`config.mk`:
```
export PLATFORM = sky130hd
export DESIGN_NAME = match_event_logger
export DESIGN_NICKNAME = d
export VERILOG_FILES = /design/src/rtl/match_event_logger.sv
export SDC_FILE = /design/constraint.sdc
export NUM_CORES = 1
export LEC_CHECK = 0
export CAP_MARGIN = 20
export CORE_ASPECT_RATIO = 0.6
export CORE_MARGIN = 4
export CORE_UTILIZATION = 55
export CTS_BUF_LIST = sky130_fd_sc_hd__clkbuf_8
export CTS_CLUSTER_DIAMETER = 80
export CTS_CLUSTER_SIZE = 20
export DETAILED_ROUTE_END_ITERATION = 6
export GPL_TIMING_DRIVEN = 0
export PLACE_DENSITY_LB_ADDON = 0.08
export REMOVE_ABC_BUFFERS = 1
export SLEW_MARGIN = 20
export SYNTH_ARGS = -nofsm -noshare
export SYNTH_HDL_FRONTEND = slang
export SYNTH_SLANG_ARGS = --single-unit
```
`constraint.sdc`:
```
create_clock -name clk -period 5.42 [get_ports clk]
set_input_delay 1.084 -clock clk [delete_from_list [all_inputs] [get_ports clk]]
set_output_delay 1.084 -clock clk [all_outputs]
set_load 0.05 [all_outputs]
```
`src/rtl/match_event_logger.sv`:
```
// match_event_logger: timestamps each qualified match pulse from the sequence
// detector and queues it in a small FIFO drained over a valid/ready port.
// Keeps a saturating match count and a sticky overflow flag.
// Optional feature macro: EVLOG_DROP_CNT_EN adds a saturating drop counter
// output (drop_cnt); without it, overflow is the only loss indication.
module match_event_logger #(
  parameter int TS_W  = 16,
  parameter int DEPTH = 4,
  parameter int CNT_W = 8
) (
  input  logic             clk,
  input  logic             rst,
  input  logic             det,
  input  logic             en,
  input  logic             clr,
  output logic [TS_W-1:0]  ts_data,
  output logic             ts_valid,
  input  logic             ts_ready,
  output logic [CNT_W-1:0] count,
  output logic             overflow
`ifdef EVLOG_DROP_CNT_EN
  ,
  output logic [CNT_W-1:0] drop_cnt
`endif
);

  localparam int AW = $clog2(DEPTH);
  localparam logic [AW:0] FULL_OCC = (AW+1)'(DEPTH);

  logic [TS_W-1:0]  ts_q, ts_d;
  logic [TS_W-1:0]  mem_q [DEPTH];
  logic [TS_W-1:0]  mem_d [DEPTH];
  logic [AW-1:0]    wr_ptr_q, wr_ptr_d;
  logic [AW-1:0]    rd_ptr_q, rd_ptr_d;
  logic [AW:0]      occ_q, occ_d;
  logic [TS_W-1:0]  ts_data_q, ts_data_d;
  logic             ts_valid_q, ts_valid_d;
  logic [CNT_W-1:0] count_q, count_d;
  logic             overflow_q, overflow_d;

  logic ev, pop, full, full_eff, push, drop;

  // Event qualification, FIFO bookkeeping and next-state for all registers.
  always_comb begin
    ev       = det & en & ~clr;
    pop      = ts_valid_q & ts_ready;
    full     = (occ_q == FULL_OCC);
    // A pop in the same cycle frees a slot, so a full FIFO can still accept.
    full_eff = full & ~pop;
    push     = ev & ~full_eff;
    drop     = ev & full_eff;

    ts_d     = ts_q + TS_W'(1);
    mem_d    = mem_q;
    wr_ptr_d = wr_ptr_q;
    rd_ptr_d = rd_ptr_q;
    occ_d    = occ_q;

    if (push) begin
      mem_d[wr_ptr_q] = ts_q;
      wr_ptr_d        = wr_ptr_q + AW'(1);
    end
    if (pop) begin
      rd_ptr_d = rd_ptr_q + AW'(1);
    end
    case ({push, pop})
      2'b10:   occ_d = occ_q + (AW+1)'(1);
      2'b01:   occ_d = occ_q - (AW+1)'(1);
      default: occ_d = occ_q;
    endcase

    count_d    = (ev && (count_q != {CNT_W{1'b1}})) ? count_q + CNT_W'(1) : count_q;
    overflow_d = overflow_q | drop;

    if (clr) begin
      wr_ptr_d   = '0;
      rd_ptr_d   = '0;
      occ_d      = '0;
      count_d    = '0;
      overflow_d = 1'b0;
    end

    // Head register is loaded from the post-update array so a push into an
    // empty FIFO and a pop that exposes the next entry both appear without a
    // bubble; the output holds its value while nothing changes at the head.
    ts_valid_d = (occ_d != '0);
    ts_data_d  = ts_valid_d ? mem_d[rd_ptr_d] : ts_data_q;
  end

  // Control and status registers; rst overrides clr and everything else.
  always_ff @(posedge clk) begin
    if (rst) begin
      ts_q       <= '0;
      wr_ptr_q   <= '0;
      rd_ptr_q   <= '0;
      occ_q      <= '0;
      ts_data_q  <= '0;
      ts_valid_q <= 1'b0;
      count_q    <= '0;
      overflow_q <= 1'b0;
    end else begin
      ts_q       <= ts_d;
      wr_ptr_q   <= wr_ptr_d;
      rd_ptr_q   <= rd_ptr_d;
      occ_q      <= occ_d;
      ts_data_q  <= ts_data_d;
      ts_valid_q <= ts_valid_d;
      count_q    <= count_d;
      overflow_q <= overflow_d;
    end
  end

  // FIFO storage; contents are only meaningful behind the pointers.
  always_ff @(posedge clk) begin
    mem_q <= mem_d;
  end

  assign ts_data  = ts_data_q;
  assign ts_valid = ts_valid_q;
  assign count    = count_q;
  assign overflow = overflow_q;

`ifdef EVLOG_DROP_CNT_EN
  logic [CNT_W-1:0] drop_cnt_q, drop_cnt_d;

  // Saturating count of events discarded because the FIFO was full.
  always_comb begin
    drop_cnt_d = (drop && (drop_cnt_q != {CNT_W{1'b1}})) ? drop_cnt_q + CNT_W'(1) : drop_cnt_q;
    if (clr) begin
      drop_cnt_d = '0;
    end
  end

  // Drop counter register.
  always_ff @(posedge clk) begin
    if (rst) begin
      drop_cnt_q <= '0;
    end else begin
      drop_cnt_q <= drop_cnt_d;
    end
  end

  assign drop_cnt = drop_cnt_q;
`endif

endmodule

```
==> impl_metrics.yaml, run 1 <==
power_and_ir_drop:
  peakVddDrop_mv: 0.191
  power_density_nw_per_um2: 288
  p_leak_nw: 2.18
setup_path:
  critPathCaptureType: "register"
  critical_path_arrival_ns: 5.12
  criticalPathCategory: "in -> reg"
  startpoint: "clr"
  crit_fanout: 17
  r2r-start: "ts_valid"
  crit_required_ns: 5.74
  cp-start-kind: "input port"
layout:
  layout_common_cells: "dfxtp_1, mux2_2, nor2_1"
  antenna_cells: 0
  n_fill_cell: 676
  area_delta_synth_final_pct: 14.3
  fin_cells: 613
  fin_nets: 504
  layout-drive-gt1-share: 0.228
  final_common_cell: "dfxtp_1"
clock_tree:
  cts_tree: "done"
  clock_sinks: 113
  ctsResizeCount: 0
  cts_setup_buffers: 0
  clock_latency_ns: 0.42
  path_clk_slew_ns: 0.06
  htree_levels: 4
  cts_buffer_depth: 2
  root_buffer: "clkbuf_8"
  hold_buffers: 0
  cts_buffers: 17
floorplan:
  die-area_um2: 10600
  core_area_um2: 8650
  die_y_um: 81.5
  start_util: 0.573
  rows: 26
  die_w_um: 131
  io_pins: 32
sta:
  worst_pin_slew_ns: 1.06
  maxSlewHeadroom: 0.291
  maxSlewViolCount: 0
  clock.fmax_mhz: 208
  post-route-period-util: 0.886
  skew_ns: 0.00885
  min_period_ns: 4.80
  fin_tns_setup_ns: 0
  final-setup-viol-count: 0
  final_hold_viol_count: 0
  rsz0062_at_grt: "no"
route:
  vias_per_cell: 6.09
  first_iter_violations: 231
  wl_per_cell_um: 19.4
  drt-total-wl_mm: 11.9
  dr.pass1.iters: 4
  vias: 3732
  ant_nets: 0
  drc: 0
place:
  dp_hpwl_mm: 7.62
  buffer_ports.inserted: 31
  placed_cells_incl_taps: 583
  place_congestion: 0.803
worst_hold_path:
  min_path_type: "reg -> reg"
  min_from: "mem_q[30]"
grt:
  grt_use_total: 0.239
  grt_max_degree: 21
  grt_pass1_vias: 3621
  antenna_found_initial: 0
  grt_pass1_wl_mm: 19.2
  gr-total-overflow: 0
logic_synthesis:
  synth-seq-area-share: 0.456
  synth.distinct_cells: 50
  netlist_area_um2: 4960
  ys_ff_latch: 113
  avgSynthCellArea_um2: 10.4
  ys.flop_type: "dfxtp_1"
  synth_edf_count: 0
  yosys_warnings: 0
  syn-instance-count: 475
  async_flop_share: 0
job:
  cap_violations: 0
status:
  outcome: "completed"
## kinds of logic after synthesis
logic type / share of synthesized area
simple gates: 0.126
flops: 0.456
compound gates: 0.153
mux: 0.153
buf+inv: 0.0434
xor+xnor: 0.0454
fa+ha+maj: 0.0217
## area by class of cell
| cell class | instances | area (um^2) | share of cell area |
|---|---|---|---|
| tap | 112 | 140 | 0.0247 |
| inverter | 10 | 37.5 | 0.00662 |
| clock buffer | 20 | 275 | 0.0486 |
| timing repair buffer | 36 | 367 | 0.0647 |
| multi-input combinational | 312 | 2510 | 0.444 |
| clock inverter | 10 | 71.3 | 0.0126 |
| sequential | 113 | 2260 | 0.399 |
## synthesized netlist by cell type (9+ instances only)
master / count / share of area
nand3_1: 9 / 0.0091
mux2_2: 64 / 0.15
nand2_1: 9 / 0.0068
clkbuf_1: 25 / 0.019
o21ai_0: 18 / 0.018
dfxtp_1: 113 / 0.46
o32ai_1: 16 / 0.028
inv_1: 9 / 0.0068
o211ai_1: 32 / 0.048
nor2_1: 36 / 0.027
o2111ai_1: 16 / 0.028
or3_1: 34 / 0.043
buf_2: 9 / 0.0091
xor2_1: 16 / 0.028
## power by group
part           leakage, nW  switching (mW)  total [mW]  internal [mW]
registers            0.912          0.0106       0.853          0.843
logic                 1.07          0.0490      0.0789         0.0299
clock network        0.197           0.318       0.701          0.383
total                 2.18           0.377        1.63           1.26
## through the flow
| stage | hold WS (ns) | worst slack, ns | util | total power, mW | area (um^2) |
|---|---|---|---|---|---|
| final | 0.475 | 0.616 | 0.655 | 1.63 | 5670 |
| after global routing | 0.490 | 0.467 | 0.655 | 1.69 | 5670 |
| after CTS | 0.477 | 0.706 | 0.655 | 1.64 | 5670 |
| after detailed placement | 0.463 | 0.323 | 0.615 | 0.949 | 5320 |
| after global placement | 0.456 | 0.0241 | 0.604 | 0.944 | 5230 |
| after floorplan | 0.451 | 1.66 | - | 0.917 | 4780 |
## critical path, stage by stage
cell	delay, ns
clkdlybuf4s50_1	0.57
nand3b_4	0.33
a21oi_2	0.32
inv_2	0.25
ha_1	0.33
fa_1	0.43
xor3_1	0.41
o311ai_2	0.15
nor2_2	0.75
o2111ai_1	0.28
o211ai_1	0.21
## layer usage
metal	vias to the layer above	GRT usage	part of all wire	wire length, um
li1	1786	-	-	-
met1	1827	0.344	0.51	6050
met2	99	0.337	0.42	5060
met3	20	0.0669	0.051	610
met4	0	0.0955	0.016	193
met5	-	0	0	0
## flip-flops by register name, indices dropped and copies added (netlist names)
register  flops
wr_ptr_q      2
ts_valid      1
occ_q         3
ts_data      16
mem_q        64
overflow      1
ts_q         16
count         8
rd_ptr_q      2
## path summary, 6_finish.rpt
kind                     end  slack (ns)  cells past startpoint
setup reg to reg  ts_data[7]        1.42                     10
hold / removal     mem_q[30]        0.48                      1
hold reg to reg    mem_q[30]        0.48                      1
setup / recovery  ts_data[7]        0.62                     11
No activity file was read; power rests on OpenSTA's default activity.
==> run 2: changes to the inputs <==
Settings changed: SKIP_LAST_GASP set to 1.
==> results of run 2 <==
Final layout, timing and power as in run 1 (identical DEF).
